**src/rtl/enemy_pkg.sv**
```systemverilog
// +----------------------------------------------------------------------+
// | enemy_pkg - shared types and constants for the enemy formation block |
// | Rev 1.0                                                              |
// +----------------------------------------------------------------------+
`default_nettype none

package enemy_pkg;

    typedef enum logic [1:0] {
        ST_IDLE    = 2'd0,
        ST_ENTER   = 2'd1,
        ST_SWAY    = 2'd2,
        ST_CLEARED = 2'd3
    } formation_state_e;

    typedef logic [9:0] coord_t;

    localparam int ScreenW = 640;
    localparam int ScreenH = 480;

    // Index width for addressing n enemies; never narrower than one bit.
    function automatic int idx_width(input int n);
        return (n <= 1) ? 1 : $clog2(n);
    endfunction

endpackage

`default_nettype wire

```
**src/rtl/enemy_alive_mask.sv**
```systemverilog
// +----------------------------------------------------------------------+
// | enemy_alive_mask - per-enemy alive register, kill decode, popcount   |
// | Rev 1.0                                                              |
// +----------------------------------------------------------------------+
`default_nettype none

module enemy_alive_mask
    import enemy_pkg::*;
#(
    parameter int EnemyCount = 40
) (
    input  logic                  frame_clk_i,
    input  logic                  reset_i,
    input  logic                  load_all_i,
    input  logic                  kill_en_i,
    input  logic [5:0]            kill_idx_i,
    output logic [EnemyCount-1:0] alive_o,
    output logic                  all_dead_next_o,
    output logic [6:0]            alive_count_o
);

    localparam int         IdxW     = idx_width(EnemyCount);
    localparam logic [6:0] CountLim = 7'(EnemyCount);

    logic [EnemyCount-1:0] alive_q, alive_d;
    logic                  kill_hit;
    logic [6:0]            count;

    // The range check matters when IdxW < 6: truncated high bits must not alias.
    assign kill_hit = kill_en_i && ({1'b0, kill_idx_i} < CountLim);

    always_comb begin
        alive_d = alive_q;
        if (load_all_i) begin
            alive_d = '1;
        end else if (kill_hit) begin
            for (int i = 0; i < EnemyCount; i++) begin
                if (kill_idx_i[IdxW-1:0] == IdxW'(i)) begin
                    alive_d[i] = 1'b0;
                end
            end
        end
    end

    always_ff @(posedge frame_clk_i or posedge reset_i) begin
        if (reset_i) begin
            alive_q <= '0;
        end else begin
            alive_q <= alive_d;
        end
    end

    always_comb begin
        count = '0;
        for (int i = 0; i < EnemyCount; i++) begin
            count = count + 7'(alive_q[i]);
        end
    end

    assign alive_o         = alive_q;
    assign all_dead_next_o = ~|alive_d;
    assign alive_count_o   = count;

endmodule

`default_nettype wire

```
**src/rtl/enemy_formation.sv**
```systemverilog
// +----------------------------------------------------------------------+
// | enemy_formation - wave FSM, base position and per-enemy coordinates  |
// | Rev 1.0  (optional breathing spacing: FORMATION_BREATHE_EN)          |
// +----------------------------------------------------------------------+
`default_nettype none

module enemy_formation
    import enemy_pkg::*;
#(
    parameter int EnemyCount = 40,
    parameter int Cols       = 10,
    parameter int Spacing    = 32,
    parameter int XMin       = 16,
    parameter int XMax       = 304,
    parameter int YStart     = 0,
    parameter int YHome      = 60
) (
    input  logic                           reset_i,
    input  logic                           frame_clk_i,
    input  logic                           start_i,
    input  logic [3:0]                     speed_i,
    input  logic                           kill_valid_i,
    input  logic [5:0]                     kill_idx_i,
    output coord_t [EnemyCount-1:0]        xpos_o,
    output coord_t [EnemyCount-1:0]        ypos_o,
    output logic   [EnemyCount-1:0]        alive_o,
    output logic   [6:0]                   alive_count_o,
    output logic   [1:0]                   state_o,
    output logic                           cleared_o
);

    localparam coord_t XMinC   = coord_t'(XMin);
    localparam coord_t XMaxC   = coord_t'(XMax);
    localparam coord_t YStartC = coord_t'(YStart);
    localparam coord_t YHomeC  = coord_t'(YHome);

    formation_state_e state_q, state_d;
    coord_t           base_x_q, base_x_d, base_y_q, base_y_d;
    logic             dir_left_q, dir_left_d;
    logic             cleared_q, cleared_d;
    logic             load_all, kill_en, all_dead_next;
    coord_t           speed, sum_x, sum_y, sp;

    assign load_all = start_i && (state_q == ST_IDLE || state_q == ST_CLEARED);
    assign kill_en  = kill_valid_i && (state_q == ST_ENTER || state_q == ST_SWAY);

    enemy_alive_mask #(
        .EnemyCount (EnemyCount)
    ) u_alive (
        .frame_clk_i     (frame_clk_i),
        .reset_i         (reset_i),
        .load_all_i      (load_all),
        .kill_en_i       (kill_en),
        .kill_idx_i      (kill_idx_i),
        .alive_o         (alive_o),
        .all_dead_next_o (all_dead_next),
        .alive_count_o   (alive_count_o)
    );

    assign speed = coord_t'(speed_i);
    assign sum_x = base_x_q + speed;
    assign sum_y = base_y_q + speed;

    always_comb begin
        state_d    = state_q;
        base_x_d   = base_x_q;
        base_y_d   = base_y_q;
        dir_left_d = dir_left_q;
        cleared_d  = 1'b0;
        case (state_q)
            ST_IDLE, ST_CLEARED: begin
                if (start_i) begin
                    base_x_d   = XMinC;
                    base_y_d   = YStartC;
                    dir_left_d = 1'b0;
                    state_d    = ST_ENTER;
                end
            end
            ST_ENTER: begin
                if (sum_y >= YHomeC) begin
                    base_y_d = YHomeC;
                    state_d  = ST_SWAY;
                end else begin
                    base_y_d = sum_y;
                end
            end
            ST_SWAY: begin
                if (!dir_left_q) begin
                    if (sum_x >= XMaxC) begin
                        base_x_d   = XMaxC;
                        dir_left_d = 1'b1;
                    end else begin
                        base_x_d = sum_x;
                    end
                end else if (base_x_q < XMinC + speed) begin
                    base_x_d   = XMinC;
                    dir_left_d = 1'b0;
                end else begin
                    base_x_d = base_x_q - speed;
                end
            end
            default: state_d = ST_IDLE;
        endcase
        // Wiping out the wave overrides the ENTER->SWAY hop; motion still lands.
        if ((state_q == ST_ENTER || state_q == ST_SWAY) && all_dead_next) begin
            state_d   = ST_CLEARED;
            cleared_d = 1'b1;
        end
    end

    always_ff @(posedge frame_clk_i or posedge reset_i) begin
        if (reset_i) begin
            state_q    <= ST_IDLE;
            base_x_q   <= XMinC;
            base_y_q   <= YStartC;
            dir_left_q <= 1'b0;
            cleared_q  <= 1'b0;
        end else begin
            state_q    <= state_d;
            base_x_q   <= base_x_d;
            base_y_q   <= base_y_d;
            dir_left_q <= dir_left_d;
            cleared_q  <= cleared_d;
        end
    end

`ifdef FORMATION_BREATHE_EN
    logic [2:0] breathe_q, breathe_d, bcnt_q, bcnt_d;
    logic       breathe_down_q, breathe_down_d;

    // Triangle 0..7..0, one step every eight swaying frames.
    always_comb begin
        breathe_d      = breathe_q;
        bcnt_d         = bcnt_q;
        breathe_down_d = breathe_down_q;
        if (state_q == ST_SWAY) begin
            bcnt_d = bcnt_q + 3'd1;
            if (bcnt_q == 3'd7) begin
                if (breathe_down_q) begin
                    breathe_d = breathe_q - 3'd1;
                    if (breathe_q == 3'd1) breathe_down_d = 1'b0;
                end else begin
                    breathe_d = breathe_q + 3'd1;
                    if (breathe_q == 3'd6) breathe_down_d = 1'b1;
                end
            end
        end
        if (load_all) begin
            breathe_d      = 3'd0;
            bcnt_d         = 3'd0;
            breathe_down_d = 1'b0;
        end
    end

    always_ff @(posedge frame_clk_i or posedge reset_i) begin
        if (reset_i) begin
            breathe_q      <= 3'd0;
            bcnt_q         <= 3'd0;
            breathe_down_q <= 1'b0;
        end else begin
            breathe_q      <= breathe_d;
            bcnt_q         <= bcnt_d;
            breathe_down_q <= breathe_down_d;
        end
    end

    assign sp = coord_t'(Spacing) + coord_t'(breathe_q);
`else
    assign sp = coord_t'(Spacing);
`endif

    for (genvar i = 0; i < EnemyCount; i++) begin : g_pos
        assign xpos_o[i] = base_x_q + sp * coord_t'(i % Cols);
        assign ypos_o[i] = base_y_q + sp * coord_t'(i / Cols);
    end

    assign state_o   = state_q;
    assign cleared_o = cleared_q;

endmodule

`default_nettype wire

```
**config.mk**
```make
export PLATFORM = sky130hd
export DESIGN_NAME = enemy_formation
export DESIGN_NICKNAME = d
export VERILOG_FILES = /design/src/rtl/enemy_pkg.sv /design/src/rtl/enemy_alive_mask.sv /design/src/rtl/enemy_formation.sv
export SDC_FILE = /design/constraint.sdc
export NUM_CORES = 1
export LEC_CHECK = 0
export CORE_AREA = 5 5 336 338
export DETAILED_ROUTE_END_ITERATION = 16
export DIE_AREA = 0 0 341 343
export GPL_TIMING_DRIVEN = 0
export MAX_ROUTING_LAYER = met4
export SLEW_MARGIN = 20
export SYNTH_ARGS = -nofsm -noshare
export SYNTH_HDL_FRONTEND = slang
export SYNTH_HIERARCHICAL = 1
export SYNTH_SLANG_ARGS = --single-unit
```
**constraint.sdc**
```tcl
create_clock -name frame_clk_i -period 15.83 [get_ports frame_clk_i]
set_input_delay 3.166 -clock frame_clk_i [delete_from_list [all_inputs] [get_ports frame_clk_i]]
set_output_delay 3.166 -clock frame_clk_i [all_outputs]
set_load 0.01 [all_outputs]
```
==> Implementation_results.wiki, run 1 <==
{| class="wikitable"
! Metric !! Value
|-
| Setup crit start kind || flop
|-
| Via/cell ratio || between 3 and 4
|-
| Sum of buffers and inverters on the critical path || 5
|-
| Count of placed standard cells including taps || 3676
|-
| Worst-Skew Late Latency || ~0.35 ns
|-
| Post-Syn Area || between 10000 and 15000 µm²
|-
| Relative area change from synthesis to final layout || 97.9%
|-
| Leading cell types in the layout, fill and taps excluded || sky130_fd_sc_hd__clkdlybuf4s50_1, sky130_fd_sc_hd__buf_4, sky130_fd_sc_hd__inv_1
|-
| Type of the worst setup path || reg -> out
|-
| Total power divided by cell area || 185 nW/µm²
|-
| First-pass GRT wire length || roughly 76000 µm
|-
| Wirelength per Cell || between 15 and 20 µm
|-
| Buffers inserted by post-CTS timing repair || 0
|-
| Fraction of synthesis flops using an asynchronous set or reset pin || 1.00
|-
| Distinct cell type count of the synthesized netlist || 80
|-
| Rel. slew slack || 0.255
|-
| Cell family with the largest share of critical-path delay || adder cells
|-
| Number of buffers inserted by hold repair at cts || 0
|-
| Iteration count of the initial detailed-routing pass || 5
|-
| Count of yosys warnings during synthesis || 6
|-
| Syn Inst Count || ~1400
|-
| Number of routed nets with antenna violations || 0
|-
| All-layer global routing usage || 0.0897
|-
| Count of pins over their slew limit || 0
|-
| First DRT Iteration DRCs || around 500
|-
| Number of nets in the layout || ~2400
|-
| TritonCTS Buffers || 9
|-
| Initial Utilization || 0.102
|-
| Number of antenna violations at the first check in global routing || 5
|-
| Top cell by count, worst path || sky130_fd_sc_hd__fa_1
|-
| Data required, critical path || 12.66 ns
|-
| Endpoint of the worst register-to-register path || state_o[0]
|-
| Largest net degree at the start of global routing || 42
|-
| Syn Nets || 1468
|-
| Largest buffer count on any clock path || 2
|-
| Most frequent standard cell in the layout excluding fill and tap cells || sky130_fd_sc_hd__clkdlybuf4s50_1
|-
| Setup repair after global routing missed its margin || no
|-
| Status || finished clean
|-
| Class of the most critical hold timing path || reg -> reg
|-
| Worst setup path endpoint || alive_count_o[4]
|-
| WP data arrival || 6.33 ns
|-
| Worst hold path startpoint || u_alive/alive_o[32]
|-
| R2R setup slack || roughly 12 ns
|-
| Vertical extent of the die || 343 µm
|-
| Worst Setup End Kind || output pin
|-
| Resized Gates After CTS || 0
|-
| Critical Path Slowest Stage Cell || sky130_fd_sc_hd__fa_1
|-
| Number of cells on the critical path || 17
|-
| Port Buffers || approximately 860
|-
| Fmax || about 0.11 GHz
|-
| Die Wd || 341 µm
|-
| Vias in the first global route || about 11000
|-
| Syn_area_per_cell || between 8 and 9 µm²
|-
| Start point of the critical path || u_alive/alive_o[19]
|-
| Reg2reg start || state_o[0]
|-
| Share of synthesized area occupied by flip-flops and latches || 0.143
|-
| Number of flops mapped to enable cells by yosys || 0
|-
| Core box area || roughly 110000 µm²
|-
| Top_reg_cell synth || sky130_fd_sc_hd__dfrtp_1
|-
| DRC violation count after routing || 0
|-
| H-tree levels || 3
|-
| Critical-path maximum fanout || 6
|-
| Final cell count without fillers || about 3700
|-
| Count of vias placed by the detailed router || 11094
|-
| Leakage power figure || around 10 nW
|-
| Stage delay of the slowest cell on the critical path || between 0.5 and 0.6 ns
|-
| Worst voltage drop across the vdd grid || 0.000484 V
|-
| Final number of hold-violating endpoints || 0
|-
| Aggregate routed wire length || 55500 µm
|-
| Gpl congestion || between 0.8 and 0.9
|-
| Max capacitance violation total || 0
|-
| Fraction of layout instances using a drive strength above 1 || 0.357
|-
| Overall overflow remaining after global route || 0
|-
| Clock Root Buffer || sky130_fd_sc_hd__clkbuf_16
|-
| Worst-path cell chain || fa_1 > inv_1 > fa_1 > fa_1 > fa_1 > fa_1 > fa_1 > fa_1 > inv_1 > fa_1 > inv_1 > fa_1 > inv_1 > a21o_1 > a21oi_1 > xnor2_1 > clkdlybuf4s50_1
|-
| Area enclosed by the die boundary || roughly 120000 µm²
|-
| Post-route setup TNS || 0 ns
|-
| Length in cells of the worst reg-to-reg path || 12
|-
| Actual transition at the worst max-transition pin || about 1.1 ns
|-
| Post-route clock skew || 0.0118 ns
|-
| Share of the cycle needed by the critical path after routing || 0.600
|-
| Finish-stage setup viols || 0
|-
| Rows || around 120
|-
| Clock-pin slew reported for the worst setup and hold paths after clock tree synthesis || around 0.07 ns
|-
| Number of sinks on the clock net || between 60 and 70
|-
| Final period demand of the worst path || 9.50 ns
|-
| Post-synthesis sequential element count || 64
|-
| Number of primary I/O pins || roughly 860
|-
| CTS tree || built
|-
| Detailed placement HPWL || 47100 µm
|}
[synthesized netlist by cell type (5+ instances only)]
master | count | area share
sky130_fd_sc_hd__clkbuf_1 | 18 | 0.0060
sky130_fd_sc_hd__mux2i_1 | 5 | 0.0045
sky130_fd_sc_hd__nor2b_1 | 15 | 0.0084
sky130_fd_sc_hd__inv_1 | 96 | 0.032
sky130_fd_sc_hd__o31ai_1 | 7 | 0.0047
sky130_fd_sc_hd__nand2_1 | 48 | 0.016
sky130_fd_sc_hd__nor3_1 | 6 | 0.0027
sky130_fd_sc_hd__a31oi_1 | 6 | 0.0033
sky130_fd_sc_hd__a21o_1 | 22 | 0.015
sky130_fd_sc_hd__nand2b_1 | 23 | 0.013
sky130_fd_sc_hd__ha_1 | 43 | 0.048
sky130_fd_sc_hd__nand3_1 | 17 | 0.0076
sky130_fd_sc_hd__o21ai_0 | 39 | 0.017
sky130_fd_sc_hd__a211oi_1 | 5 | 0.0033
sky130_fd_sc_hd__fa_1 | 34 | 0.061
sky130_fd_sc_hd__xnor2_1 | 27 | 0.021
sky130_fd_sc_hd__dfrtp_1 | 63 | 0.14
sky130_fd_sc_hd__a21oi_1 | 31 | 0.014
sky130_fd_sc_hd__buf_4 | 740 | 0.49
sky130_fd_sc_hd__nor2_1 | 29 | 0.0097
sky130_fd_sc_hd__and2_1 | 5 | 0.0028
sky130_fd_sc_hd__xor2_1 | 8 | 0.0062
[cell families (layout without fill, tap and decap cells)]
| group | Yosys count | count (layout) | synth area share |
|---|---|---|---|
| flip-flops | 64 | 64 | 0.143 |
| multiplexers | 6 | 6 | 0.00546 |
| adder cells (fa/ha/maj) | 77 | 77 | 0.108 |
| XOR/XNOR | 35 | 35 | 0.0273 |
| AO/OA/AOI/OAI | 155 | 155 | 0.0933 |
| buffers and inverters | 861 | 1750 | 0.537 |
| AND/OR/NAND/NOR | 178 | 178 | 0.0857 |
| other | 1 | 5 | 0.000334 |
[worst reg2reg max path, delay by kind of cell, from the launching register on]
family          cells  cell delay (ns)
buf+inv             2             0.26
flops               1             0.40
simple gates        7             2.11
compound gates      2             0.47
fa+ha+maj           1             0.42
[sequential cells by signal (all words and copies together) (netlist names)]
register and flops:
cleared_o 1, base_x_q 10, base_y_q 10, u_alive/alive_o 40, state_o 2, dir_left_q 1
[where the power goes]
group / internal (W) / total (W) / switching (W) / leakage, nW
sequential: 0.000198 / 0.000305 / 0.000106 / 0.661
combinational: 0.00215 / 0.00359 / 0.00144 / 9.00
clock: 0.000124 / 0.000212 / 0.0000887 / 0.147
total: 0.00247 / 0.00411 / 0.00163 / 9.81
[layout make-up]
type	instances	area, µm²
clock inverter	7	77.6
fill	12038	87500
multi-input combinational	452	3620
tap	1426	1780
clock buffer	9	225
timing repair buffer	873	8860
antenna	4	10.0
sequential	64	1620
buffer	765	5670
inverter	96	360
[routing by layer]
metal | track usage | routed length (µm) | up-vias
li1 | - | - | 5397
met1 | 0.105 | 22500 | 5095
met2 | 0.159 | 28200 | 569
met3 | 0.0239 | 4440 | 33
met4 | 0.0104 | 435 | 0
met5 | - | 0 | -
[stage by stage]
step,power (W),util,instance area (µm²),hold WS [ns],setup WS [ns]
after global placement,0.00397,0.197,21600,0.491,6.73
final,0.00411,0.203,22200,0.521,6.33
after floorplan,0.00214,-,11200,0.537,7.60
after global routing,0.00441,0.202,22200,0.560,6.10
after CTS,0.00421,0.202,22200,0.526,6.27
after detailed placement,0.00397,0.200,21900,0.504,6.69
[how the worst min path moves through the flow]
stage                     endpoint  slack (ns)  depth (start not counted)
2_1_floorplan  u_alive/alive_o[32]        0.54                          1
3_3_place_gp   u_alive/alive_o[32]        0.49                          1
3_5_place_dp   u_alive/alive_o[32]        0.50                          1
4_1_cts        u_alive/alive_o[32]        0.53                          1
5_1_grt        u_alive/alive_o[32]        0.56                          1
6_report       u_alive/alive_o[32]        0.52                          1
Note: power is estimated with default switching activity, not from simulation.
==> run 2: changes to the inputs <==
--- a/config.mk
+++ b/config.mk
@@ -5,9 +5,9 @@
 export SDC_FILE = /design/constraint.sdc
 export NUM_CORES = 1
 export LEC_CHECK = 0
-export CORE_AREA = 5 5 336 338
+export CORE_AREA = 5 5 335 337
 export DETAILED_ROUTE_END_ITERATION = 16
-export DIE_AREA = 0 0 341 343
+export DIE_AREA = 0 0 340 342
 export GPL_TIMING_DRIVEN = 0
 export MAX_ROUTING_LAYER = met4
 export SLEW_MARGIN = 20
==> constraint.sdc (replaced) <==
create_clock -name frame_clk_i -period 8.3 [get_ports frame_clk_i]
set_input_delay 1.66 -clock frame_clk_i [delete_from_list [all_inputs] [get_ports frame_clk_i]]
set_output_delay 1.66 -clock frame_clk_i [all_outputs]
set_load 0.01 [all_outputs]
==> Implementation_results.wiki, run 2 (synthesis gave the netlist of run 1 again) <==
{| class="wikitable"
! Metric !! Value
|-
| Gpl congestion || 0.877 (+4.3%)
|-
| Wirelength per Cell || 14.9 µm (-0.82%)
|-
| Max FFs per register || 40 (unchanged)
|-
| Number of routed nets with antenna violations || 0 (unchanged)
|-
| Setup repair after global routing missed its margin || no
|-
| Largest buffer count on any clock path || 2 (unchanged)
|-
| Final period demand of the worst path || about 8 ns
|-
| Setup crit start kind || flop
|-
| Post-route setup TNS || 0 ns (unchanged)
|-
| Total chip power || 0.00796 W (+94%)
|-
| Status || finished clean
|-
| Final number of hold-violating endpoints || 0 (unchanged)
|-
| H-tree levels || 3 (unchanged)
|-
| Area enclosed by the die boundary || 116000 µm² (-0.58%)
|-
| Port Buffers || 862 (unchanged)
|-
| Worst min-delay path endpoint || u_alive/alive_o[32]
|-
| Detailed placement HPWL || 46400 µm (-1.3%)
|-
| Most frequent standard cell in the layout excluding fill and tap cells || sky130_fd_sc_hd__clkdlybuf4s50_1
|-
| Endpoint of the worst register-to-register path || state_o[0]
|-
| Type of the worst setup path || reg -> out
|-
| Area used by multi-input combinational logic || 3610 µm² (-0.41%)
|-
| CTS tree || built
|-
| Clock Root Buffer || sky130_fd_sc_hd__clkbuf_16
|-
| Final cell count without fillers || 3684 (-0.32%)
|-
| Number of sinks on the clock net || 64 (unchanged)
|-
| Number of antenna violations at the first check in global routing || 4 (-1)
|-
| Aggregate routed wire length || 54900 µm (-1.1%)
|-
| Resized Gates After CTS || 0 (unchanged)
|-
| Die Wd || 340 µm (-0.29%)
|-
| Clock-pin slew reported for the worst setup and hold paths after clock tree synthesis || 0.06 ns (about the same)
|-
| Leading cell types in the layout, fill and taps excluded || sky130_fd_sc_hd__clkdlybuf4s50_1, sky130_fd_sc_hd__buf_4, sky130_fd_sc_hd__inv_1
|-
| Buffers inserted by post-CTS timing repair || 0 (unchanged)
|-
| Via/cell ratio || 3.01 (+0.43%)
|-
| Initial Utilization || 0.103 (+0.00113)
|-
| Area used by sequential logic in the layout || 1620 µm² (-0.15%)
|-
| Number of nets in the layout || 2352 (unchanged)
|-
| Actual transition at the worst max-transition pin || 0.999 ns (-0.111 ns)
|-
| Rel. slew slack || 0.334 (+0.0790)
|-
| R2R setup slack || 4.64 ns (-7.49 ns)
|-
| Total power divided by cell area || 358 nW/µm² (+94%)
|-
| First DRT Iteration DRCs || 536 (+7.8%)
|-
| Max capacitance violation total || 0 (unchanged)
|-
| Core box area || 109000 µm² (-1.1%)
|-
| Worst-Skew Late Latency || 0.36 ns (about the same)
|-
| DRC violation count after routing || 0 (unchanged)
|-
| Worst Setup End Kind || output pin
|-
| WP data arrival || 6.36 ns (+0.03 ns)
|-
| First-pass GRT wire length || 75600 µm (about the same)
|-
| Largest net degree at the start of global routing || 42 (unchanged)
|-
| TritonCTS Buffers || 9 (unchanged)
|-
| Worst hold path startpoint || u_alive/alive_o[32]
|-
| Count of pins over their slew limit || 0 (unchanged)
|-
| Finish-stage setup viols || 0 (unchanged)
|-
| Reg2reg start || state_o[0]
|-
| Length in cells of the worst reg-to-reg path || 11 (-1)
|-
| Iteration count of the initial detailed-routing pass || 5 (unchanged)
|-
| All-layer global routing usage || 0.0894 (-0.000280)
|-
| Min Hold Slack || 0.542 ns (+0.0208 ns)
|-
| Share of the cycle needed by the critical path after routing || 0.966
|-
| Fraction of layout instances using a drive strength above 1 || 0.356 (-0.000883)
|-
| Data required, critical path || 6.64 ns (-6.02 ns)
|-
| Post-route clock skew || 0.00612 ns (-0.00570 ns)
|-
| Fill cells || 11852 (-1.5%)
|-
| Worst voltage drop across the vdd grid || 0.00133 V (+170%)
|-
| Fmax || between 0.1 and 0.15 GHz
|-
| Count of placed standard cells including taps || 3664 (-0.33%)
|-
| Number of buffers inserted by hold repair at cts || 0 (unchanged)
|-
| Leakage power figure || 9.82 nW (about the same)
|-
| Rows || 121 (-0.82%)
|-
| Number of primary I/O pins || 864 (unchanged)
|-
| Overall overflow remaining after global route || 0 (unchanged)
|-
| Vertical extent of the die || 342 µm (-0.29%)
|-
| Count of vias placed by the detailed router || 11105 (+0.099%)
|-
| Vias in the first global route || 10870 (-0.44%)
|-
| Critical-path maximum fanout || 5 (-1)
|-
| Class of the most critical hold timing path || reg -> reg
|-
| Relative area change from synthesis to final layout || 97.8% (about the same)
|-
| Worst Hold Depth || 1 (unchanged)
|}
run 2: worst max path at each step:
stage                     cells after the start  slack [ns]                from                to
final                                        17        0.28  u_alive/alive_o[5]  alive_count_o[4]
after global routing                         17       0.003  u_alive/alive_o[5]  alive_count_o[4]
after CTS                                    17        0.20  u_alive/alive_o[9]  alive_count_o[4]
after detailed placement                     17        0.63  u_alive/alive_o[5]  alive_count_o[4]
after global placement                       17        0.66  u_alive/alive_o[5]  alive_count_o[4]
after floorplan                              16        1.58  u_alive/alive_o[2]  alive_count_o[4]
run 2: worst max-delay path: stages (launching register included):
cell and delay, ns:
sky130_fd_sc_hd__dfrtp_1 0.51, sky130_fd_sc_hd__inv_1 0.10, sky130_fd_sc_hd__fa_1 0.48, sky130_fd_sc_hd__fa_1 0.58, sky130_fd_sc_hd__fa_1 0.45, sky130_fd_sc_hd__fa_1 0.50
sky130_fd_sc_hd__fa_1 0.55, sky130_fd_sc_hd__fa_1 0.43, sky130_fd_sc_hd__fa_1 0.49, sky130_fd_sc_hd__inv_1 0.05, sky130_fd_sc_hd__fa_1 0.37, sky130_fd_sc_hd__inv_1 0.08
sky130_fd_sc_hd__fa_1 0.19, sky130_fd_sc_hd__inv_1 0.05, sky130_fd_sc_hd__a21o_1 0.17, sky130_fd_sc_hd__a21oi_1 0.17, sky130_fd_sc_hd__xnor2_1 0.20, sky130_fd_sc_hd__clkdlybuf4s50_1 0.62
run 2: through the flow:
step | instance area [µm²] | util | setup slack (ns)
after floorplan | 11200 | - | 1.58
final | 22200 | 0.205 | 0.280
after detailed placement | 21900 | 0.201 | 0.633
after global routing | 22200 | 0.205 | 0.00313
after CTS | 22200 | 0.205 | 0.197
after global placement | 21600 | 0.199 | 0.660
run 2: routing by layer:
| metal | vias to the layer above | GRT usage | routed length [µm] |
|---|---|---|---|
| met2 | 594 | 0.158 | 27800 |
| met1 | 5077 | 0.103 | 22100 |
| met3 | 32 | 0.0268 | 4510 |
| met4 | 0 | 0.0100 | 451 |
| li1 | 5402 | - | - |
| met5 | - | - | 0 |
run 2: final cells by class:
class                      count  area share
clock inverter                 7     0.00563
multi-input combinational    452       0.162
tap                         1414      0.0796
buffer                       765       0.255
antenna                        4    0.000450
timing repair buffer         873       0.398
inverter                      96      0.0162
sequential                    64      0.0727
clock buffer                   9      0.0101
run 2: power by group:
| group | internal (W) | switching [W] |
|---|---|---|
| Clock | 0.000297 | 0.000171 |
| Sequential | 0.000377 | 0.000197 |
| Combinational | 0.00409 | 0.00283 |
==> run 3: changes to the inputs <==
--- a/config.mk
+++ b/config.mk
@@ -5,11 +5,13 @@
 export SDC_FILE = /design/constraint.sdc
 export NUM_CORES = 1
 export LEC_CHECK = 0
-export CORE_AREA = 5 5 335 337
+export CORE_AREA = 5 5 336 338
 export DETAILED_ROUTE_END_ITERATION = 16
-export DIE_AREA = 0 0 340 342
+export DIE_AREA = 0 0 341 343
+export DONT_BUFFER_PORTS = 1
 export GPL_TIMING_DRIVEN = 0
 export MAX_ROUTING_LAYER = met4
+export SETUP_SLACK_MARGIN = 0.02
 export SLEW_MARGIN = 20
 export SYNTH_ARGS = -nofsm -noshare
 export SYNTH_HDL_FRONTEND = slang
==> Implementation_results.wiki, run 3 (synthesis gave the netlist of run 1 again) <==
{| class="wikitable"
! Metric !! Value
|-
| Rel. slew slack || 0.205 (-0.129)
|-
| Data required, critical path || 6.64 ns (about the same)
|-
| Worst Setup End Kind || output pin
|-
| Fraction of met1 tracks used by global routing || 0.0888 (-0.0142)
|-
| Type of the worst setup path || reg -> out
|-
| Buffers inserted by post-CTS timing repair || 0 (unchanged)
|-
| Switching power total || 0.00277 W (-13%)
|-
| Count of pins over their slew limit || 0 (unchanged)
|-
| Leakage power figure || 6.70 nW (-32%)
|-
| Gpl congestion || 0.866 (-1.2%)
|-
| Number of sinks on the clock net || 64 (unchanged)
|-
| Area enclosed by the die boundary || 117000 µm² (+0.59%)
|-
| Setup repair after global routing missed its margin || no
|-
| Final number of hold-violating endpoints || 0 (unchanged)
|-
| Internal portion of total power || 0.00264 W (-45%)
|-
| Rows || 122 (+0.83%)
|-
| First-pass GRT wire length || 61800 µm (-18%)
|-
| Most frequent standard cell in the layout excluding fill and tap cells || sky130_fd_sc_hd__buf_4
|-
| Switch share || 0.512 (+0.111)
|-
| WP data arrival || 5.95 ns (-0.41 ns)
|-
| Fmax || 0.131 GHz (+5.4%)
|-
| Minimum setup slack after placement || 1.01 ns (+0.372 ns)
|-
| Worst Hold Depth || 2 (+1)
|-
| Largest net degree at the start of global routing || 42 (unchanged)
|-
| H-tree levels || 3 (unchanged)
|-
| Setup crit start kind || flop
|-
| Share of power burned in combinational logic || 0.802 (-0.067)
|-
| Class of the most critical hold timing path || reg -> reg
|-
| Resized Gates After CTS || 0 (unchanged)
|-
| Worst voltage drop across the vdd grid || 0.00187 V (+41%)
|-
| Total power divided by cell area || 394 nW/µm² (+9.9%)
|-
| Relative area change from synthesis to final layout || 22.2%
|-
| Share of power burned in registers || 0.116 (+0.044)
|-
| Fraction of layout instances using a drive strength above 1 || 0.584 (+0.229)
|-
| Count of vias placed by the detailed router || 8296 (-25%)
|-
| Post-route setup TNS || 0 ns (unchanged)
|-
| DRC violation count after routing || 0 (unchanged)
|-
| Via/cell ratio || 2.92 (-3.0%)
|-
| All-layer global routing usage || 0.0754 (-0.0140)
|-
| Largest buffer count on any clock path || 2 (unchanged)
|-
| TritonCTS Buffers || 9 (unchanged)
|-
| Initial Utilization || 0.102 (-0.00113)
|-
| Detailed placement HPWL || 40400 µm (-13%)
|-
| First DRT Iteration DRCs || 584 (+9.0%)
|-
| Most Used Layer, Global Route || met2
|-
| Core box area || 110000 µm² (+1.1%)
|-
| Vertical extent of the die || 343 µm (+0.29%)
|-
| Overall overflow remaining after global route || 0 (unchanged)
|-
| Final period demand of the worst path || 7.61 ns (-0.408 ns)
|-
| Actual transition at the worst max-transition pin || 1.18 ns (+0.185 ns)
|-
| Clock Root Buffer || sky130_fd_sc_hd__clkbuf_16
|-
| Status || finished clean
|-
| CTS tree || built
|-
| Final setup slack of the worst path || 0.687 ns (+0.408 ns)
|-
| Worst-Skew Late Latency || 0.35 ns (about the same)
|-
| Wirelength per Cell || 17.0 µm (+14%)
|-
| Die Wd || 341 µm (+0.29%)
|-
| Length in cells of the worst reg-to-reg path || 11 (unchanged)
|-
| Post-detailed-placement cell area || 13400 µm² (-39%)
|-
| Post-route clock skew || 0.00590 ns (-0.000227 ns)
|-
| Critical-path maximum fanout || 5 (unchanged)
|-
| Port Buffers || 0 (-100%)
|-
| Number of primary I/O pins || 864 (unchanged)
|-
| Clock-pin slew reported for the worst setup and hold paths after clock tree synthesis || 0.07 ns (about the same)
|-
| Leading cell types in the layout, fill and taps excluded || sky130_fd_sc_hd__buf_4, sky130_fd_sc_hd__inv_1, sky130_fd_sc_hd__dfrtp_1
|-
| Max FFs per register || 40 (unchanged)
|-
| Max capacitance violation total || 0 (unchanged)
|-
| Number of buffers inserted by hold repair at cts || 0 (unchanged)
|-
| Vias in the first global route || 7804 (-28%)
|-
| Number of nets in the layout || 1493 (-37%)
|-
| Clock network fraction of design power || 0.082 (+0.023)
|-
| Share of the cycle needed by the critical path after routing || 0.917 (-0.0491)
|-
| Number of routed nets with antenna violations || 0 (unchanged)
|-
| Number of antenna violations at the first check in global routing || 4 (unchanged)
|-
| Finish-stage setup viols || 0 (unchanged)
|-
| Cell area after layout || 13700 µm² (-38%)
|-
| Met3 demand-to-capacity share in global routing || 0.0270 (+0.000186)
|-
| Iteration count of the initial detailed-routing pass || 5 (unchanged)
|-
| Met2 global-route usage || 0.128 (-0.0304)
|-
| Aggregate routed wire length || 48200 µm (-12%)
|}
## run 3: cell types whose count changed in the layout (fill, tap and decap cells not counted), moves of 2 or more
cell	change
sky130_fd_sc_hd__clkdlybuf4s50_1	-862
sky130_fd_sc_hd__xnor2_1	-11
sky130_fd_sc_hd__xnor2_2	+11
sky130_fd_sc_hd__buf_6	+3
sky130_fd_sc_hd__buf_12	-2
sky130_fd_sc_hd__buf_16	+2
sky130_fd_sc_hd__inv_6	-2
## run 3: final cells by class
| type | count | area, µm² |
|---|---|---|
| multi-input cells | 452 | 3700 |
| flip-flops and latches | 64 | 1620 |
| fillers | 12558 | 96000 |
| plain buffers | 765 | 5670 |
| inverters | 96 | 360 |
| diodes | 4 | 10.0 |
| clock inverters | 6 | 91.3 |
| repair buffers | 14 | 260 |
| clock buffers | 10 | 239 |
| well taps | 1426 | 1780 |
## run 3: per-stage QoR
stage                     utilization  std cells  power (W)  hold WS [ns]
after floorplan                     -       1377    0.00407         0.537
after global placement          0.119       2803    0.00503         0.599
after detailed placement        0.122       2817    0.00506         0.543
after CTS                       0.125       2833    0.00553         0.557
after global routing            0.125       2833    0.00584         0.613
final                           0.125       2837    0.00541         0.547
## run 3: critical path, stage by stage, from the launching register on
cell                      delay [ns]
sky130_fd_sc_hd__dfrtp_1        0.64
sky130_fd_sc_hd__inv_1          0.11
sky130_fd_sc_hd__fa_1           0.48
sky130_fd_sc_hd__fa_1           0.58
sky130_fd_sc_hd__fa_1           0.45
sky130_fd_sc_hd__fa_1           0.51
sky130_fd_sc_hd__fa_1           0.55
sky130_fd_sc_hd__fa_1           0.43
sky130_fd_sc_hd__fa_1           0.50
sky130_fd_sc_hd__inv_1          0.06
sky130_fd_sc_hd__fa_1           0.42
sky130_fd_sc_hd__inv_1          0.09
sky130_fd_sc_hd__fa_1           0.21
sky130_fd_sc_hd__inv_1          0.05
sky130_fd_sc_hd__a21o_1         0.14
sky130_fd_sc_hd__a21oi_1        0.16
sky130_fd_sc_hd__xnor2_1        0.22
## run 3: path summary, 6_finish.rpt
path / end / start / slack (ns)
max: alive_count_o[4] / u_alive/alive_o[5] / 0.69
min: base_y_q[2] / base_y_q[2] / 0.55
max reg2reg: state_o[0] / state_o[0] / 4.33
min reg2reg: base_y_q[2] / base_y_q[2] / 0.55
max in group asynchronous: base_y_q[3] / reset_i / 6.52
min in group asynchronous: u_alive/alive_o[8] / reset_i / 1.17
## run 3: power groups by stage
stage / sequential [W] / combinational, W / clock (W)
after floorplan: 0.000633 / 0.00344 / 0
after global placement: 0.000850 / 0.00418 / 0
after detailed placement: 0.000647 / 0.00441 / 0
after CTS: 0.000642 / 0.00443 / 0.000461
after global routing: 0.000655 / 0.00471 / 0.000473
final: 0.000624 / 0.00434 / 0.000444
## run 3: metal layers
layer | wire, µm | vias to the layer above
li1 | - | 3683
met1 | 18700 | 4011
met2 | 23900 | 578
met3 | 5270 | 24
met4 | 323 | 0
met5 | 0 | -
